===== config.mk =====
export PLATFORM = sky130hd
export DESIGN_NAME = video_timing_detect
export DESIGN_NICKNAME = d
export VERILOG_FILES = /design/src/rtl/video_timing_detect.sv
export SDC_FILE = /design/constraint.sdc
export NUM_CORES = 1
export LEC_CHECK = 0
export ABC_AREA = 1
export CAP_MARGIN = 5
export CORE_UTILIZATION = 34
export CTS_CLUSTER_DIAMETER = 80
export DETAILED_ROUTE_END_ITERATION = 12
export GPL_TIMING_DRIVEN = 0
export PLACE_DENSITY = 0.57
export SETUP_SLACK_MARGIN = 0.5
export SYNTH_ARGS = -nofsm -noshare
export SYNTH_HDL_FRONTEND = slang
export SYNTH_SLANG_ARGS = --single-unit

===== constraint.sdc =====
create_clock -name clk -period 5.9 [get_ports clk]
set_input_delay 1.18 -clock clk [delete_from_list [all_inputs] [get_ports clk]]
set_output_delay 1.18 -clock clk [all_outputs]
set_load 0.1 [all_outputs]

===== src/rtl/video_timing_detect.sv =====
// rtl/video_timing_detect.sv - measures sync polarity, line/frame totals and active area of a video stream
// and declares lock once the format repeats for LOCK_FRAMES frames after a reference frame.
module video_timing_detect #(
    parameter int CNT_W       = 12,
    parameter int LOCK_FRAMES = 3,
    parameter int TIMEOUT_CYC = 2000000
) (
    input  logic             clk,
    input  logic             rst,
    input  logic             vid_vs,
    input  logic             vid_hs,
    input  logic             vid_de,
    output logic             locked,
    output logic             fmt_change,
    output logic             hs_pol,
    output logic             vs_pol,
    output logic [CNT_W-1:0] h_total,
    output logic [CNT_W-1:0] h_active,
    output logic [CNT_W-1:0] v_total,
    output logic [CNT_W-1:0] v_active
);

    localparam logic [1:0] S_IDLE    = 2'd0;
    localparam logic [1:0] S_MEASURE = 2'd1;
    localparam logic [1:0] S_CHECK   = 2'd2;
    localparam logic [1:0] S_LOCKED  = 2'd3;

    localparam logic [CNT_W-1:0] CNT_MAX = {CNT_W{1'b1}};
    localparam logic [CNT_W-1:0] CNT_ONE = {{(CNT_W-1){1'b0}}, 1'b1};
    localparam logic [21:0]      WD_LAST = 22'(TIMEOUT_CYC - 1);
    localparam logic [7:0]       LOCK_N  = 8'(LOCK_FRAMES);

    logic vs_r_q, hs_r_q, de_r_q, de_prev_q, hs_n_prev_q, vs_n_prev_q;
    logic hs_pol_cur_q, vs_pol_cur_q;
    logic hs_n, vs_n, hs_edge, vs_edge, de_rise, de_fall, pol_diff;

    logic [CNT_W-1:0] hcnt_q, hcnt_d, htot_q, htot_d, decnt_q, decnt_d;
    logic [CNT_W-1:0] hact_q, hact_d, vtot_q, vtot_d, vact_q, vact_d;
    logic             line_started_q, line_started_d, htot_have_q, htot_have_d;
    logic             hact_have_q, hact_have_d, inv_q, inv_d;

    logic [1:0]       state_q, state_d;
    logic [7:0]       match_q, match_d;
    logic [21:0]      wd_q, wd_d;
    logic             seen_de_q, seen_de_d, fmt_change_q, fmt_change_d;
    logic             store, clear, timeout, frame_ok, match_ok;

    logic [CNT_W-1:0] sh_htot_q, sh_hact_q, sh_vtot_q, sh_vact_q;
    logic             sh_hpol_q, sh_vpol_q;

    // Syncs are normalised so the active level is always 1 before edge detection
    assign hs_n     = hs_r_q ~^ hs_pol_cur_q;
    assign vs_n     = vs_r_q ~^ vs_pol_cur_q;
    assign hs_edge  = hs_n & ~hs_n_prev_q;
    assign vs_edge  = vs_n & ~vs_n_prev_q;
    assign de_rise  = de_r_q & ~de_prev_q;
    assign de_fall  = ~de_r_q & de_prev_q;
    assign pol_diff = de_rise & (((~hs_r_q) != hs_pol_cur_q) | ((~vs_r_q) != vs_pol_cur_q));

    always_comb begin
        hcnt_d         = hcnt_q;
        htot_d         = htot_q;
        decnt_d        = decnt_q;
        hact_d         = hact_q;
        vtot_d         = vtot_q;
        vact_d         = vact_q;
        line_started_d = line_started_q;
        htot_have_d    = htot_have_q;
        hact_have_d    = hact_have_q;
        inv_d          = inv_q;
        if (vs_edge) begin
            // A coincident hsync edge opens the first line of the new frame
            hcnt_d         = hs_edge ? CNT_ONE : '0;
            vtot_d         = hs_edge ? CNT_ONE : '0;
            line_started_d = hs_edge;
            htot_d         = '0;
            decnt_d        = '0;
            hact_d         = '0;
            vact_d         = '0;
            htot_have_d    = 1'b0;
            hact_have_d    = 1'b0;
            inv_d          = 1'b0;
        end else begin
            if (hs_edge) begin
                if (line_started_q) begin
                    if (!htot_have_q) begin
                        htot_have_d = 1'b1;
                        htot_d      = hcnt_q;
                    end else if (hcnt_q != htot_q) begin
                        inv_d = 1'b1;
                    end
                end
                line_started_d = 1'b1;
                hcnt_d         = CNT_ONE;
                if (vtot_q == CNT_MAX) inv_d = 1'b1;
                else                   vtot_d = vtot_q + CNT_ONE;
            end else if (hcnt_q == CNT_MAX) begin
                inv_d = 1'b1;
            end else begin
                hcnt_d = hcnt_q + CNT_ONE;
            end

            if (de_rise) begin
                decnt_d = CNT_ONE;
                if (vact_q == CNT_MAX) inv_d = 1'b1;
                else                   vact_d = vact_q + CNT_ONE;
            end else if (de_r_q) begin
                if (decnt_q == CNT_MAX) inv_d = 1'b1;
                else                    decnt_d = decnt_q + CNT_ONE;
            end

            if (de_fall) begin
                if (!hact_have_q) begin
                    hact_have_d = 1'b1;
                    hact_d      = decnt_q;
                end else if (decnt_q != hact_q) begin
                    inv_d = 1'b1;
                end
            end

            if (pol_diff) inv_d = 1'b1;
        end
    end

    assign frame_ok = ~inv_q & htot_have_q & hact_have_q;
    assign match_ok = frame_ok & (htot_q == sh_htot_q) & (hact_q == sh_hact_q) &
                      (vtot_q == sh_vtot_q) & (vact_q == sh_vact_q) &
                      (hs_pol_cur_q == sh_hpol_q) & (vs_pol_cur_q == sh_vpol_q);
    assign timeout  = (wd_q == WD_LAST) & ~vs_edge;

    always_comb begin
        state_d      = state_q;
        match_d      = match_q;
        seen_de_d    = seen_de_q | de_rise;
        fmt_change_d = 1'b0;
        store        = 1'b0;
        clear        = 1'b0;
        if (vs_edge)              wd_d = 22'd1;
        else if (wd_q == WD_LAST) wd_d = wd_q;
        else                      wd_d = wd_q + 22'd1;

        if (timeout) begin
            state_d   = S_IDLE;
            match_d   = '0;
            seen_de_d = 1'b0;
            clear     = 1'b1;
        end else if (vs_edge) begin
            case (state_q)
                S_IDLE: begin
                    if (seen_de_q) state_d = S_MEASURE;
                end
                S_MEASURE: begin
                    if (frame_ok) begin
                        store   = 1'b1;
                        match_d = '0;
                        state_d = S_CHECK;
                    end
                end
                S_CHECK: begin
                    if (match_ok) begin
                        match_d = match_q + 8'd1;
                        if (match_q + 8'd1 == LOCK_N) state_d = S_LOCKED;
                    end else if (frame_ok) begin
                        store   = 1'b1;
                        match_d = '0;
                    end else begin
                        match_d = '0;
                        state_d = S_MEASURE;
                    end
                end
                default: begin
                    if (!match_ok) begin
                        match_d      = '0;
                        state_d      = S_MEASURE;
                        fmt_change_d = 1'b1;
                    end
                end
            endcase
        end
    end

    always_ff @(posedge clk) begin
        if (rst) begin
            vs_r_q         <= 1'b0;
            hs_r_q         <= 1'b0;
            de_r_q         <= 1'b0;
            de_prev_q      <= 1'b0;
            hs_n_prev_q    <= 1'b0;
            vs_n_prev_q    <= 1'b0;
            hs_pol_cur_q   <= 1'b0;
            vs_pol_cur_q   <= 1'b0;
            hcnt_q         <= '0;
            htot_q         <= '0;
            decnt_q        <= '0;
            hact_q         <= '0;
            vtot_q         <= '0;
            vact_q         <= '0;
            line_started_q <= 1'b0;
            htot_have_q    <= 1'b0;
            hact_have_q    <= 1'b0;
            inv_q          <= 1'b0;
            state_q        <= S_IDLE;
            match_q        <= '0;
            wd_q           <= '0;
            seen_de_q      <= 1'b0;
            fmt_change_q   <= 1'b0;
            sh_htot_q      <= '0;
            sh_hact_q      <= '0;
            sh_vtot_q      <= '0;
            sh_vact_q      <= '0;
            sh_hpol_q      <= 1'b0;
            sh_vpol_q      <= 1'b0;
        end else begin
            vs_r_q         <= vid_vs;
            hs_r_q         <= vid_hs;
            de_r_q         <= vid_de;
            de_prev_q      <= de_r_q;
            hs_n_prev_q    <= hs_n;
            vs_n_prev_q    <= vs_n;
            if (de_rise) begin
                hs_pol_cur_q <= ~hs_r_q;
                vs_pol_cur_q <= ~vs_r_q;
            end
            hcnt_q         <= hcnt_d;
            htot_q         <= htot_d;
            decnt_q        <= decnt_d;
            hact_q         <= hact_d;
            vtot_q         <= vtot_d;
            vact_q         <= vact_d;
            line_started_q <= line_started_d;
            htot_have_q    <= htot_have_d;
            hact_have_q    <= hact_have_d;
            inv_q          <= inv_d;
            state_q        <= state_d;
            match_q        <= match_d;
            wd_q           <= wd_d;
            seen_de_q      <= seen_de_d;
            fmt_change_q   <= fmt_change_d;
            if (clear) begin
                sh_htot_q <= '0;
                sh_hact_q <= '0;
                sh_vtot_q <= '0;
                sh_vact_q <= '0;
                sh_hpol_q <= 1'b0;
                sh_vpol_q <= 1'b0;
            end else if (store) begin
                sh_htot_q <= htot_q;
                sh_hact_q <= hact_q;
                sh_vtot_q <= vtot_q;
                sh_vact_q <= vact_q;
                sh_hpol_q <= hs_pol_cur_q;
                sh_vpol_q <= vs_pol_cur_q;
            end
        end
    end

    assign locked     = (state_q == S_LOCKED);
    assign fmt_change = fmt_change_q;
    assign hs_pol     = sh_hpol_q;
    assign vs_pol     = sh_vpol_q;
    assign h_total    = sh_htot_q;
    assign h_active   = sh_hact_q;
    assign v_total    = sh_vtot_q;
    assign v_active   = sh_vact_q;

endmodule


==> results.md <==
- Status: finished, final reports clean
- Final nets: 1462
- CP Launch Type: flip-flop
- Fin util: 41.4%
- Vias in the first global route: 7756
- ANT nets after route: 0
- Hold depth: 1
- CTS root buf: clkbuf_16
- Avg WL per Cell: 14.4 µm
- Ranking of synthesized cells by area: dfxtp_1, nand2_1, nor2_1, inv_1, nand3_1
- Clk Latency, worst-skew pair: 0.44 ns
- Count of flip-flops with a built-in enable after synthesis: 0
- RSZ-0062 raised after global routing: false
- R2r endpoint: wd_q[2]
- Vias per std cell: 4.83
- Leak: 4.14 nW
- Layout cells sized above 1: 5.49%
- Fin Setup TNS: 0 ns
- Placement Cell Area: 0.00992 mm²
- Drt pass-1 iters: 8
- Post-synth net total: 1387
- Crit path kind: flip-flop to primary output
- Top Usage Layer GRT: met2
- Final hold violations: 0
- Top cell type by total area after synthesis: dfxtp_1
- Register area share after synthesis: 37.6%
- Power density cells: 256 mW/mm²
- Min Tclk post-route: 3.38 ns
- Number of setup buffers added after CTS: 0
- Yosys warnings: 0
- WP buf/inv: 1
- Mapped Avg Cell Area: 6.53 µm²
- R2R setup slack: 3.13 ns
- Critical path endpoint category: primary output
- CTS clock-pin slew for the worst setup and hold paths: 0.07 ns
- Hold-fix buffers, CTS: 0
- Req. time, crit path: 4.72 ns
- CTS buffer count: 17
- Maximum VDD drop: 144 µV
- CP max FO: 5
- CP Cell Sequence: ha_1 > clkdlybuf4s50_1
- Most frequent cell after synthesis: nand2_1
- Hold endpoint: hs_pol_cur_q
- Top-Level Pins: 57
- Routing usage on met1: 26.2%
- WP data arrival: 2.20 ns
- Die width: 164 µm
- Post_cts resized: 0
- Initial antenna violation count: 0
- Cell Count, Final, Fillers Out: 1788
- Die Y: 164 µm
- Largest net degree at the start of global routing: 17
- Mapped Cells: 1370
- Post-synth top area share: 37.6%
- Number of distinct library cells after synthesis: 36
- TritonCTS clock tree: built
- HP Class: flip-flop to flip-flop
- Via count: 8634
- Crit-path max cell delay: 1.14 ns
- I/O Buffers: 56
- #FFs+latches synth: 168
- Grt met2 use: 32.4%
- Grt ovf: 0
- Overall Power: 2.70 mW
- MaxCap Viol Count: 0
- Met3 Use GR: 3.61%
- Post-synthesis cell area: 0.00894 mm²
- H-tree lvl count: 4
- First-pass GRT wire length: 40.8 mm
- Area growth, synth to finish: 17.9%
- Min-delay src: hs_r_q
- Number of fill cells in the layout: 2697
- Max-slew headroom: 34.3%
- R2R cell count: 8
- Top delay family on crit path: buffers and inverters
- Final wirelength: 25.8 mm
- Most instantiated cells after synthesis: nand2_1, nor2_1, inv_1
- CTS sink count: 168
- # setup viols final: 0
- Design area: 0.0105 mm²
- DRC violation count after routing: 0
- Final HPWL DP: 19.5 mm
- DIE AREA: 0.0270 mm²
- RePlAce Congestion: 0.850
- Slew @ Worst Pin: 0.983 ns
- Core Rows: 58
- Number of antenna diodes: 0
- Drt initial violations: 590
- Critical path's slowest cell: clkdlybuf4s50_1
- Initial Utilization: 35.1%
- CORE AREA: 0.0255 mm²
- Worst r2r src: vs_pol_cur_q
- Max Buffers Root-to-Sink: 2
- Tot GR Track Use: 19.8%
- Cell Count Post-Placement: 1756
- Ys flop type: dfxtp_1
- Post-synth ARST share: 0%
- Fin crit share: 57.2%
- Worst Skew: 0.0125 ns
- Max frequency: 296 MHz
- Max-slew violation count: 0
-- worst register-to-register path: cells and delay by family, from the launching register on --
family                 cells  cell delay, ns
AND/OR/NAND/NOR            2            0.41
flip-flops                 1            0.42
XOR/XNOR                   1            0.26
AO/OA/AOI/OAI              2            0.37
buffers and inverters      3            1.24
-- per-stage QoR --
stage	hold slack (ns)	worst slack, ns
CTS	0.449	2.48
floorplan	0.425	3.37
global route	0.474	2.45
global placement	0.441	2.34
finish	0.448	2.52
detailed placement	0.441	2.33
-- layer usage --
metal  vias up  wire length (µm)
met5         -                 0
met4         0               416
met3        28              1270
met2       195             11900
met1      3918             12200
li1       4493                 -
-- cells in the final DEF (no fill, tap or decap), types with 3 or more instances in the layout --
cell             count
a211oi_1             7
a21boi_0             3
a21oi_1             81
buf_2                3
buf_6                4
bufinv_16            4
clkbuf_1            33
clkbuf_16           17
clkdlybuf4s50_1     56
clkinv_2             4
clkinv_4             3
dfxtp_1            168
ha_1                12
inv_1              169
inv_2               12
nand2_1            335
nand3_1            100
nand3b_1             7
nand4_1             35
nor2_1             226
nor2_2               3
nor2_4              20
nor3_1              33
nor3b_1              3
nor4_1               4
o21a_1               4
o21ai_0             57
xnor2_1             14
xor2_1              23
-- cells by family (layout without fill, tap and decap cells) --
kind of cell	Yosys count	after routing	share of synthesized area (%)
compound gates	158	158	9.40
xor+xnor	37	37	3.62
fa+ha+maj	12	12	1.68
buf+inv	224	312	10.0
flops	168	168	37.6
simple gates	771	771	37.7
-- cell type report --
type,count,area (µm²),share of cell area [%]
inverter,183,687,6.51
sequential,168,3360,31.9
multi-input combinational,978,4680,44.4
buffer,41,210,1.99
tap,330,413,3.91
timing repair buffer,56,561,5.31
clock buffer,20,457,4.33
clock inverter,12,174,1.65
-- state kept, by name (all words and copies together), names as in the netlist, 2 cells and up --
register	flops
decnt_q	12
h_active	12
h_total	12
hact_q	12
hcnt_q	12
htot_q	12
match_q	8
state_q	2
v_active	12
v_total	12
vact_q	12
vtot_q	12
wd_q	22
-- how the worst max path moves through the flow --
stage	start	endpoint	slack, ns	depth (start not counted)
global route	state_q[1]	locked	2.45	2
floorplan	hs_pol	h_active[11]	3.37	16
global placement	rst	wd_q[15]	2.34	7
CTS	state_q[1]	locked	2.48	2
finish	state_q[0]	locked	2.52	2
detailed placement	rst	wd_q[2]	2.33	7
-- power breakdown --
part           switching (mW)  leakage (nW)  internal, mW
sequential             0.0275          1.36          1.16
combinational           0.208          2.47        0.0824
clock                   0.488         0.310         0.731
Note: power is estimated with default switching activity, not from simulation.
